File: config.mk
export PLATFORM = sky130hd
export DESIGN_NAME = bus_uart_tx_flat
export DESIGN_NICKNAME = d
export VERILOG_FILES = /design/src/rtl/bus_uart_pkg.sv /design/src/rtl/bus_uart_tx_if.sv /design/src/rtl/uart_tx_fifo.sv /design/src/rtl/bus_uart_tx.sv /design/src/flat_wrapper.sv
export SDC_FILE = /design/constraint.sdc
export NUM_CORES = 1
export LEC_CHECK = 0
export ABC_AREA = 1
export BUFFER_PORTS_ARGS = -buffer_cell sky130_fd_sc_hd__buf_2
export CAP_MARGIN = 5
export CORE_MARGIN = 2
export CORE_UTILIZATION = 25
export DETAILED_ROUTE_END_ITERATION = 7
export PLACE_DENSITY_LB_ADDON = 0.25
export REMOVE_ABC_BUFFERS = 1
export SLEW_MARGIN = 20
export SYNTH_ARGS = -nofsm -noshare
export SYNTH_HDL_FRONTEND = slang
export SYNTH_SLANG_ARGS = --single-unit
File: constraint.sdc
create_clock -name clk -period 3.2 [get_ports clk]
set_input_delay 0.16 -clock clk [delete_from_list [all_inputs] [get_ports clk]]
set_output_delay 0.16 -clock clk [all_outputs]
set_load 0.005 [all_outputs]
File: src/rtl/bus_uart_pkg.sv
// Shared constants and types for the memory-mapped UART transmitter.
// Optional feature macro: BUS_UART_TX_PARITY_EN (adds an even-parity bit per frame).
package bus_uart_pkg;

    localparam int unsigned BUS_W  = 32;
    localparam int unsigned DATA_W = 8;
    localparam int unsigned DIV_W  = 16;

    // Register index, taken from address_in[3:2]
    localparam logic [1:0] REG_DATA     = 2'd0;
    localparam logic [1:0] REG_STATUS   = 2'd1;
    localparam logic [1:0] REG_DIVISOR  = 2'd2;
    localparam logic [1:0] REG_RESERVED = 2'd3;

    // STATUS bit positions
    localparam int unsigned STAT_BUSY    = 0;
    localparam int unsigned STAT_FULL    = 1;
    localparam int unsigned STAT_EMPTY   = 2;
    localparam int unsigned STAT_OVF     = 3;
    localparam int unsigned STAT_PAR     = 4;
    localparam int unsigned STAT_LEVEL   = 8;
    localparam int unsigned STAT_LEVEL_W = 5;

    typedef enum logic [2:0] {
        IDLE,
        START,
        DATA,
        PARITY,
        STOP
    } tx_state_t;

    // Even parity: XOR of all data bits
    function automatic logic even_parity(input logic [DATA_W-1:0] d);
        return ^d;
    endfunction

endpackage

File: src/rtl/bus_uart_tx_if.sv
// Memory-bus responder signals for the UART transmitter.
interface bus_uart_tx_if;
    import bus_uart_pkg::*;

    logic             sel_in;
    logic [BUS_W-1:0] address_in;
    logic             read_in;
    logic             write_in;
    logic [3:0]       write_mask_in;
    logic [BUS_W-1:0] write_value_in;
    logic [BUS_W-1:0] read_value_out;

    modport master (
        output sel_in, address_in, read_in, write_in, write_mask_in, write_value_in,
        input  read_value_out
    );

    modport slave (
        input  sel_in, address_in, read_in, write_in, write_mask_in, write_value_in,
        output read_value_out
    );

endinterface

File: src/rtl/uart_tx_fifo.sv
// Small synchronous TX FIFO; a push on a full FIFO is accepted only when a pop frees a slot.
module uart_tx_fifo #(
    parameter int unsigned DEPTH = 4,
    parameter int unsigned WIDTH = 8
) (
    input  logic                       clk,
    input  logic                       rst_n,
    input  logic                       push_i,
    input  logic [WIDTH-1:0]           din_i,
    input  logic                       pop_i,
    output logic [WIDTH-1:0]           dout_c,
    output logic                       full_c,
    output logic                       empty_c,
    output logic [$clog2(DEPTH):0]     level_o
);

    localparam int unsigned PTR_W = $clog2(DEPTH);
    localparam int unsigned LVL_W = PTR_W + 1;

    logic [WIDTH-1:0] mem_q [DEPTH];
    logic [WIDTH-1:0] mem_d [DEPTH];
    logic [PTR_W-1:0] wr_ptr_q, wr_ptr_d;
    logic [PTR_W-1:0] rd_ptr_q, rd_ptr_d;
    logic [LVL_W-1:0] level_q, level_d;
    logic             do_push;
    logic             do_pop;

    assign full_c  = (level_q == LVL_W'(DEPTH));
    assign empty_c = (level_q == '0);
    assign dout_c  = mem_q[rd_ptr_q];
    assign level_o = level_q;

    // Pointer, level and storage update
    always_comb begin
        mem_d    = mem_q;
        wr_ptr_d = wr_ptr_q;
        rd_ptr_d = rd_ptr_q;
        do_pop   = pop_i && !empty_c;
        do_push  = push_i && (!full_c || do_pop);
        if (do_push) begin
            mem_d[wr_ptr_q] = din_i;
            wr_ptr_d        = wr_ptr_q + PTR_W'(1);
        end
        if (do_pop) begin
            rd_ptr_d = rd_ptr_q + PTR_W'(1);
        end
        level_d = level_q + LVL_W'(do_push) - LVL_W'(do_pop);
    end

    // State registers
    always_ff @(posedge clk or negedge rst_n) begin
        if (!rst_n) begin
            for (int i = 0; i < int'(DEPTH); i++) begin
                mem_q[i] <= '0;
            end
            wr_ptr_q <= '0;
            rd_ptr_q <= '0;
            level_q  <= '0;
        end else begin
            mem_q    <= mem_d;
            wr_ptr_q <= wr_ptr_d;
            rd_ptr_q <= rd_ptr_d;
            level_q  <= level_d;
        end
    end

endmodule

File: src/rtl/bus_uart_tx.sv
// Memory-mapped 8N1 UART transmitter: register decode, TX FIFO, baud counter, frame FSM.
// Define BUS_UART_TX_PARITY_EN to append an even-parity bit after the data bits.
module bus_uart_tx
    import bus_uart_pkg::*;
#(
    parameter int unsigned FIFO_DEPTH      = 4,
    parameter logic [15:0] DEFAULT_DIVISOR = 16'd103
) (
    input  logic          clk,
    input  logic          reset_n,
    bus_uart_tx_if.slave  bus,
    output logic          tx_out
);

    localparam int unsigned LVL_W = $clog2(FIFO_DEPTH) + 1;

    tx_state_t         state_q, state_d;
    logic [DIV_W-1:0]  baud_q, baud_d;
    logic [DIV_W-1:0]  divisor_q, divisor_d;
    logic [2:0]        bit_idx_q, bit_idx_d;
    logic [DATA_W-1:0] data_q, data_d;
    logic              tx_q, tx_d;
    logic              overflow_q, overflow_d;

    logic [1:0]        reg_idx;
    logic              wr_hit;
    logic              rd_hit;
    logic              push_c;
    logic              pop_c;
    logic              bit_done;
    logic [DATA_W-1:0] fifo_dout;
    logic              fifo_full;
    logic              fifo_empty;
    logic [LVL_W-1:0]  fifo_level;
    logic [BUS_W-1:0]  read_value_c;
    logic              unused_ok;

    assign reg_idx  = bus.address_in[3:2];
    assign wr_hit   = bus.sel_in && bus.write_in;
    assign rd_hit   = bus.sel_in && bus.read_in;
    assign push_c   = wr_hit && (reg_idx == REG_DATA) && bus.write_mask_in[0];
    assign bit_done = (baud_q == '0);
    assign tx_out   = tx_q;
    assign bus.read_value_out = read_value_c;
    assign unused_ok = ^{bus.address_in[BUS_W-1:4], bus.address_in[1:0],
                         bus.write_mask_in[3:2], bus.write_value_in[BUS_W-1:16]};

    uart_tx_fifo #(
        .DEPTH (FIFO_DEPTH),
        .WIDTH (DATA_W)
    ) u_fifo (
        .clk     (clk),
        .rst_n   (reset_n),
        .push_i  (push_c),
        .din_i   (bus.write_value_in[DATA_W-1:0]),
        .pop_i   (pop_c),
        .dout_c  (fifo_dout),
        .full_c  (fifo_full),
        .empty_c (fifo_empty),
        .level_o (fifo_level)
    );

    // Control register writes: divisor bytes and sticky overflow
    always_comb begin
        divisor_d  = divisor_q;
        overflow_d = overflow_q;
        if (push_c && fifo_full && !pop_c) begin
            overflow_d = 1'b1;
        end
        if (wr_hit && (reg_idx == REG_STATUS) && bus.write_mask_in[0] && bus.write_value_in[STAT_OVF]) begin
            overflow_d = 1'b0;
        end
        if (wr_hit && (reg_idx == REG_DIVISOR)) begin
            if (bus.write_mask_in[0]) divisor_d[7:0]  = bus.write_value_in[7:0];
            if (bus.write_mask_in[1]) divisor_d[15:8] = bus.write_value_in[15:8];
        end
    end

    // Frame FSM next state, baud counter, shifter and serial output
    always_comb begin
        state_d   = state_q;
        baud_d    = baud_q;
        bit_idx_d = bit_idx_q;
        data_d    = data_q;
        tx_d      = tx_q;
        pop_c     = 1'b0;
        if ((state_q != IDLE) && !bit_done) begin
            baud_d = baud_q - DIV_W'(1);
        end
        unique case (state_q)
            IDLE: begin
                tx_d = 1'b1;
                if (!fifo_empty) begin
                    pop_c   = 1'b1;
                    data_d  = fifo_dout;
                    state_d = START;
                    tx_d    = 1'b0;
                    baud_d  = divisor_q;
                end
            end
            START: begin
                if (bit_done) begin
                    state_d   = DATA;
                    bit_idx_d = 3'd0;
                    tx_d      = data_q[0];
                    baud_d    = divisor_q;
                end
            end
            DATA: begin
                if (bit_done) begin
                    baud_d = divisor_q;
                    if (bit_idx_q == 3'd7) begin
`ifdef BUS_UART_TX_PARITY_EN
                        state_d = PARITY;
                        tx_d    = even_parity(data_q);
`else
                        state_d = STOP;
                        tx_d    = 1'b1;
`endif
                    end else begin
                        bit_idx_d = bit_idx_q + 3'd1;
                        tx_d      = data_q[bit_idx_q + 3'd1];
                    end
                end
            end
            PARITY: begin
`ifdef BUS_UART_TX_PARITY_EN
                if (bit_done) begin
                    state_d = STOP;
                    tx_d    = 1'b1;
                    baud_d  = divisor_q;
                end
`else
                state_d = IDLE;
                tx_d    = 1'b1;
`endif
            end
            STOP: begin
                if (bit_done) begin
                    if (!fifo_empty) begin
                        pop_c   = 1'b1;
                        data_d  = fifo_dout;
                        state_d = START;
                        tx_d    = 1'b0;
                        baud_d  = divisor_q;
                    end else begin
                        state_d = IDLE;
                        tx_d    = 1'b1;
                    end
                end
            end
            default: begin
                state_d = IDLE;
                tx_d    = 1'b1;
            end
        endcase
    end

    // Combinational read data, zero unless selected for read
    always_comb begin
        read_value_c = '0;
        if (rd_hit) begin
            unique case (reg_idx)
                REG_STATUS: begin
                    read_value_c[STAT_BUSY]  = (state_q != IDLE);
                    read_value_c[STAT_FULL]  = fifo_full;
                    read_value_c[STAT_EMPTY] = fifo_empty;
                    read_value_c[STAT_OVF]   = overflow_q;
`ifdef BUS_UART_TX_PARITY_EN
                    read_value_c[STAT_PAR]   = 1'b1;
`endif
                    read_value_c[STAT_LEVEL +: STAT_LEVEL_W] = STAT_LEVEL_W'(fifo_level);
                end
                REG_DIVISOR:  read_value_c[DIV_W-1:0] = divisor_q;
                REG_DATA,
                REG_RESERVED: read_value_c = '0;
                default:      read_value_c = '0;
            endcase
        end
    end

    // State registers; line returns to idle high as soon as reset asserts
    always_ff @(posedge clk or negedge reset_n) begin
        if (!reset_n) begin
            state_q    <= IDLE;
            baud_q     <= '0;
            divisor_q  <= DEFAULT_DIVISOR;
            bit_idx_q  <= '0;
            data_q     <= '0;
            tx_q       <= 1'b1;
            overflow_q <= 1'b0;
        end else begin
            state_q    <= state_d;
            baud_q     <= baud_d;
            divisor_q  <= divisor_d;
            bit_idx_q  <= bit_idx_d;
            data_q     <= data_d;
            tx_q       <= tx_d;
            overflow_q <= overflow_d;
        end
    end

endmodule
File: src/flat_wrapper.sv
// flat-port wrapper written by rule: the top's interface ports become plain ports
module bus_uart_tx_flat import bus_uart_pkg::*;
#(
    parameter int unsigned FIFO_DEPTH      = 4,
    parameter logic [15:0] DEFAULT_DIVISOR = 16'd103
)
  (clk, reset_n, tx_out, bus_sel_in, bus_address_in, bus_read_in, bus_write_in, bus_write_mask_in, bus_write_value_in, bus_read_value_out);
  bus_uart_tx_if bus_i ();
  input  logic clk;
  input  logic reset_n;
  output logic tx_out;
  input wire logic [$bits(bus_i.sel_in)-1:0] bus_sel_in;
  input wire logic [$bits(bus_i.address_in)-1:0] bus_address_in;
  input wire logic [$bits(bus_i.read_in)-1:0] bus_read_in;
  input wire logic [$bits(bus_i.write_in)-1:0] bus_write_in;
  input wire logic [$bits(bus_i.write_mask_in)-1:0] bus_write_mask_in;
  input wire logic [$bits(bus_i.write_value_in)-1:0] bus_write_value_in;
  output wire logic [$bits(bus_i.read_value_out)-1:0] bus_read_value_out;
  assign bus_i.sel_in = bus_sel_in;
  assign bus_i.address_in = bus_address_in;
  assign bus_i.read_in = bus_read_in;
  assign bus_i.write_in = bus_write_in;
  assign bus_i.write_mask_in = bus_write_mask_in;
  assign bus_i.write_value_in = bus_write_value_in;
  assign bus_read_value_out = bus_i.read_value_out;
  bus_uart_tx #(.FIFO_DEPTH(FIFO_DEPTH), .DEFAULT_DIVISOR(DEFAULT_DIVISOR)) u_core (.clk(clk), .reset_n(reset_n), .bus(bus_i), .tx_out(tx_out));
endmodule
Word-level counts from Yosys, hierarchy flattened

Cells that the tools add are included.

Input port bits: 73
Register bits: 87

Bitwise gates (word level): 2
Multiplexer cells: 43
$add $sub $neg: 6
Equality and inequality tests: 14
Magnitude comparators: 4
Reduce and logical (&&, ||, !) cells: 35

Operators by type and width:

| operator                                                              | number |
|---|---|
| 16-bit 2-to-1 mux                                                     | 5 |
| 16-bit one-hot mux with 3 select lines                                | 1 |
| 8-bit 2-to-1 mux                                                      | 5 |
| 32-bit bitwise mux                                                    | 1 |
| 3-bit 2-to-1 mux                                                      | 9 |
| 8-bit binary-select mux with 2-bit select                             | 1 |
| 8-bit demux with 2-bit select                                         | 1 |
| 16-bit zero test                                                      | 1 |
| 8-bit one-hot mux with 2 select lines                                 | 1 |
| 16-bit by 1-bit subtractor with 16-bit output (second input constant) | 1 |
| 5-bit one-hot mux with 3 select lines                                 | 1 |
| 1-bit logical AND                                                     | 14 |
| 3-bit one-hot mux with 4 select lines                                 | 1 |
| 4-bit one-hot mux with 3 select lines                                 | 1 |
| 1-bit 2-to-1 mux                                                      | 11 |
| 3-bit == test (second input constant)                                 | 3 |
| 2-bit by 1-bit != test with 1-bit output (second input constant)      | 4 |
| 3-bit >= comparator (second input constant)                           | 2 |
| 3-bit zero test                                                       | 2 |
| 2-bit inverter with 3-bit output                                      | 2 |
| 3-bit one-hot mux with 2 select lines                                 | 1 |
| 2-bit AND reduction                                                   | 3 |
| 2-bit nonzero test                                                    | 3 |
| 5-bit AND reduction                                                   | 1 |
| 22 further kinds                                                      | 29 |

Longest topological paths before layout

Depth in word-level cells: 9
Mapped depth: 15

Cells and area by module

A second synthesis with hierarchy kept.

Cell total of the unflattened synthesis: 789
Area total of the unflattened synthesis: 5674.2 µm²

Modules (own cells, without submodules):

| module       | cells each | area an instance (µm²) | seq. area each (µm²) | instances |
|---|---|---|---|---|
| bus_uart_tx  | 557        | 3696.0                 | 1208.7               | 1 |
| uart_tx_fifo | 232        | 1978.1                 | 975.9                | 1 |

Worst setup path after synthesis

No wires, ideal clock.

Kind: register to register
Start point: register u_core.baud_q[0]
End point: register u_core.u_fifo.level_q[2], in the netlist u_core.u_fifo.level_o[2]
Data required time: 3.078 ns
Data arrival time: 2.393 ns
Slack: 0.686 ns
Stages on the path, launching flop included: 16
Cells stage by stage: dfrtp_1 inv_1 ha_1 nand2_2 nor2_4 nand2_4 nand2_4 nand2_4 clkinv_1 buf_2 ha_1 inv_1 ha_1 inv_1 fa_1 xor2_1

Cells in the longest elaborated chain, start to end: 8

Ends and longest elaborated chain:

| what                                            | line               | RTL |
|---|---|---|
| start: declaration                              | bus_uart_tx.sv:18  | `logic [DIV_W-1:0] baud_q, baud_d;` |
| start signal: assignment                        | bus_uart_tx.sv:194 | `baud_q <= baud_d;` |
| 16-bit zero test (*)                            | bus_uart_tx.sv:42  | `assign bit_done = (baud_q == '0);` |
| 1-bit 2-to-1 mux (*)                            | bus_uart_tx.sv:139 | `if (bit_done) begin` |
| 1-bit one-hot mux with 2 select lines (*)       | bus_uart_tx.sv:90  | `unique case (state_q)` |
| 1-bit logical AND (*)                           | uart_tx_fifo.sv:38 | `do_pop = pop_i && !empty_c;` |
| named net u_core.u_fifo.do_pop                  | uart_tx_fifo.sv:26 | `logic do_pop;` |
| 1-bit logical OR                                | uart_tx_fifo.sv:39 | `do_push = push_i && (!full_c \|\| do_pop);` |
| 1-bit logical AND                               | uart_tx_fifo.sv:39 |  |
| 3-bit by 1-bit adder with 3-bit output          | uart_tx_fifo.sv:47 | `level_d = level_q + LVL_W'(do_push) - LVL_W'(do_pop);` |
| 3-bit by 1-bit subtractor with 3-bit output (*) | uart_tx_fifo.sv:47 |  |
| named net u_core.u_fifo.level_d[2]              | uart_tx_fifo.sv:24 | `logic [LVL_W-1:0] level_q, level_d;` |
| end signal: assignment                          | uart_tx_fifo.sv:63 | `level_q <= level_d;` |
| end: declaration                                | uart_tx_fifo.sv:24 |  |

The timed path passes the listed nets; every way through them passes the cells marked *.
A chain may end at the register's enable or synchronous reset.

Final worst setup path

Start point: register u_core.baud_q[0]
End point: register u_core.u_fifo.level_q[2], in the netlist u_core.u_fifo.level_o[2]

Cells in the longest elaborated chain, start to end: 8

Ends and longest elaborated chain:

| what                                            | line |
|---|---|
| 16-bit zero test (*)                            | bus_uart_tx.sv:42 |
| 1-bit 2-to-1 mux (*)                            | bus_uart_tx.sv:139 |
| 1-bit one-hot mux with 2 select lines (*)       | bus_uart_tx.sv:90 |
| 1-bit logical AND (*)                           | uart_tx_fifo.sv:38 |
| 1-bit logical OR                                | uart_tx_fifo.sv:39 |
| 1-bit logical AND                               | uart_tx_fifo.sv:39 |
| 3-bit by 1-bit adder with 3-bit output          | uart_tx_fifo.sv:47 |
| 3-bit by 1-bit subtractor with 3-bit output (*) | uart_tx_fifo.sv:47 |
| named net u_core.u_fifo.level_d[2]              | uart_tx_fifo.sv:24 |

Marked as above.

==> run_results.csv <==
group,metric,value,unit
status,outcome,"complete, no violations",
critical_path,critPathMaxFanout,6,
clocking,cts.sinks,87,
power,combPwrFrac,47.7,%
grt,gr-usage-all-layers,13.6,%
clocking,htreeDepth,3,
logic_synthesis,synthCells,725,
final_layout,fin_area,6090,sq um
floorplanning,die_w,150,um
critical_path,crit_required,3430,ps
routing,routed_wirelength,14500,um
critical_path,reg2reg_to,"u_core.u_fifo.level_o[2]",
clocking,clkLatencyLatePin,350,ps
routing,wl_met3,363,um
timing,worstMarginPinSlew,895,ps
place,gp_congestion,0.815,
power,powerDensity,938,nW/um^2
grt,grt_overflow_total,0,
clocking,clockBufferDepth,2,
final_layout,layout-drive-gt1-share,15.6,%
clocking,cts_setup_buffers,0,
power,power_frac_seq,33.9,%
clocking,clock-root-buffer,"clkbuf_16",
floorplanning,die_area,22600,sq um
final_layout,synthToLayoutAreaGrowth,13.9,%
routing,vias,4647,
routing,drcViolationCount,0,
timing,hold_viol_final,0,
place,place_area,5790,sq um
critical_path,critical_path.cell_chain,"inv_1 -> ha_1 -> nand2_2 -> nor2_4 -> nand2_4 -> nand2_4 -> nand2_4 -> nand2_2 -> nand2_4 -> ha_1 -> inv_1 -> ha_1 -> inv_1 -> fa_1 -> xor2_1",
routing,ant_nets,0,
grt,grt_pass1_wl,24000,um
power,clkPwrFrac,18.4,%
routing,wl_per_cell,13.8,um
clocking,cts_tree,"built",
worst_hold_path,hold_path_class,"input port to flip-flop",
critical_path,max_stage_delay,400,ps
grt,antenna_found_initial,0,
critical_path,cp-end-kind,"flip-flop",
routing,drt-initial-drc-count,231,
routing,met1_length,6980,um
timing,relSlewSlack,40.1,%
floorplanning,die_h,150,um
floorplanning,start_util,25.4,%
timing,clock_skew,9.68,ps
logic_synthesis,ys_warn_count,0,
floorplanning,rows,53,
logic_synthesis,ys_seq_area_share,40.9,%
critical_path,timing.rr.start,"u_core.baud_q[0]",
logic_synthesis,synth_cell_types,49,
logic_synthesis,ys_ff_latch,87,
clocking,cts_hold_buffers,1,
critical_path,cp-endpoint,"u_core.u_fifo.level_o[2]",
grt,grt_max_degree,61,
place,io_buffer_count,41,
floorplanning,fp.coreArea,21000,sq um
timing,drv_slew,0,
timing,setup-tns-final,0,ps
worst_hold_path,worst_hold_startpoint,"bus_write_value_in[15]",
power,p_switching,2.61,mW
critical_path,cp.arrival,2870,ps
critical_path,critical_path_class,"flip-flop to flip-flop",
final_layout,antenna_cells_inserted,0,
critical_path,r2r_slack,570,ps
routing,route.met2.wl,6840,um
place,hpwl,10600,um
final_layout,layout.nets,849,
floorplanning,ios,106,
power,switching_share,45.7,%
power,p_int,3.10,mW
routing,routed.top_layer,"met4",
logic_synthesis,synth_edf_count,0,
routing,routed_via_density,4.44,
timing,holdWs,45.3,ps
timing,setup_viol,0,
timing,period_needed,2630,ps
clocking,clk_pin_slew_worst_paths,70,ps
critical_path,startpoint,"u_core.baud_q[0]",
timing,min_period_over_period,82.3,%
grt,grt_pass1_vias,4521,
critical_path,start_kind,"flip-flop",
logic_synthesis,syn_area,5340,sq um
flow_run,drv_cap,0,
routing,first_pass_iters,4,
power,irDropWorstVdd,296,uV
clocking,cts_made_buffers,9,
timing,fmax,380,MHz
final_layout,fin_util,29.0,%
final_layout,fillers,2321,
logic_synthesis,synth_ff_type,"dfrtp_1",
critical_path,cpMaxStageDelayCell,"dfrtp_1",
timing,rsz0062_at_grt,"no",
power,p_leak,3.00,nW
logic_synthesis,async_flop_share,100,%
logic_synthesis,avgSynthCellArea,7.37,sq um
critical_path,ff2ff_path_depth,15,
clocking,ctsResizeCount,0,
critical_path,path_common_cell,"nand2_4",
synth_stat cells, types with 2 or more instances:
| cell | instances | area share [%] |
|---|---|---|
| nor2_2 | 4 | 0.47 |
| buf_4 | 16 | 2.2 |
| nand2_4 | 6 | 1.3 |
| a21oi_1 | 28 | 2.6 |
| xor2_1 | 6 | 0.98 |
| nand4_1 | 9 | 1.1 |
| nor2_1 | 66 | 4.6 |
| a22oi_1 | 2 | 0.28 |
| xnor2_1 | 3 | 0.49 |
| clkinv_4 | 2 | 0.33 |
| clkbuf_1 | 12 | 0.84 |
| clkinv_1 | 2 | 0.14 |
| ha_1 | 9 | 2.1 |
| clkinv_2 | 2 | 0.19 |
| nand3_1 | 45 | 4.2 |
| mux2_2 | 4 | 0.84 |
| nand2_2 | 5 | 0.59 |
| o21ai_2 | 8 | 1.3 |
| dfrtp_1 | 81 | 38 |
| nor3_1 | 9 | 0.84 |
| o21ai_1 | 12 | 1.1 |
| nor2_4 | 5 | 1.1 |
| o211ai_1 | 10 | 1.4 |
| inv_2 | 3 | 0.21 |
| a31oi_1 | 12 | 1.4 |
| o21ai_0 | 36 | 3.4 |
| a221oi_1 | 2 | 0.33 |
| buf_2 | 6 | 0.56 |
| or2_2 | 2 | 0.23 |
| dfstp_2 | 6 | 3.0 |
| nand2_1 | 228 | 16 |
| inv_1 | 67 | 4.7 |
layout make-up:
cell class                 instances  area (sq um)  share of cell area (%)
sequential                        87          2180                    35.9
clock inverter                     7          62.6                    1.03
multi-input combinational        538          2660                    43.7
clock buffer                       9           225                    3.70
inverter                          77           307                    5.04
timing repair buffer              53           300                    4.93
tap                              275           344                    5.65
power groups by stage:
stage	clock network [mW]	registers (mW)	logic, mW
after global routing	1.13	2.00	3.15
final	1.05	1.94	2.72
after detailed placement	0	1.96	2.75
after global placement	0	1.96	2.72
after floorplan	0	1.87	2.03
after CTS	1.08	1.94	2.76
cells by family after synthesis:
logic type	after synthesis	share of synthesized area, %
and+or+nand+nor	382	30.8
adders and majority gates	10	2.48
xor gates and xnor gates	9	1.48
other	1	0.0702
buffers and inverters	115	10.3
muxes	4	0.843
DFF	87	40.9
AOI/OAI and AO/OA	117	13.1
cell usage in the layout, fill, tap and decap left out, types with 10 or more instances in the layout:
| cell type | n |
|---|---|
| conb_1 | 16 |
| a31oi_1 | 12 |
| nor2_1 | 66 |
| o21ai_1 | 12 |
| a21oi_1 | 28 |
| nand3_1 | 45 |
| dfrtp_1 | 81 |
| buf_4 | 12 |
| inv_1 | 67 |
| o211ai_1 | 10 |
| nand2_1 | 228 |
| buf_2 | 40 |
| o21ai_0 | 36 |
registers in the layout, summed over array words and instances, names as in the netlist:
signal                  cells
u_core.u_fifo.level_o       3
u_core.u_fifo.rd_ptr_q      2
u_core.bit_idx_q            3
u_core.tx_out               1
u_core.baud_q              16
u_core.u_fifo.mem_q        32
u_core.data_q               8
u_core.divisor_q           16
u_core.u_fifo.wr_ptr_q      2
u_core.overflow_q           1
u_core.state_q              3
stage by stage:
step           cells  setup WS (ps)  power [mW]
2_1_floorplan    702            536        3.90
3_5_place_dp    1029            582        4.71
5_1_grt         1046            381        6.29
6_report        1046            568        5.71
3_3_place_gp    1029            582        4.68
4_1_cts         1046            566        5.78
worst min path at each step:
stage / cells past startpoint / to / slack (ps)
finish: 2 / u_core.divisor_q[15] / 50
detailed placement: 1 / u_core.u_fifo.mem_q[5] / 310
global route: 2 / u_core.divisor_q[15] / 40
CTS: 2 / u_core.divisor_q[15] / 40
floorplan: 0 / u_core.baud_q[0] / -140
global placement: 1 / u_core.u_fifo.mem_q[5] / 310
critical path, delay by kind of cell, from the launching register on:
family        cells  cell delay, ps
flops             1             400
buf+inv           3             200
fa+ha+maj         4            1050
xor+xnor          1             170
simple gates      7             710
metal layers:
| metal | up-vias | track usage (%) |
|---|---|---|
| met5 | - | 0 |
| met4 | 0 | 4.58 |
| met3 | 18 | 2.24 |
| met2 | 60 | 22.4 |
| met1 | 2180 | 18.2 |
| li1 | 2389 | - |
Power figures use the tool's default switching activity.
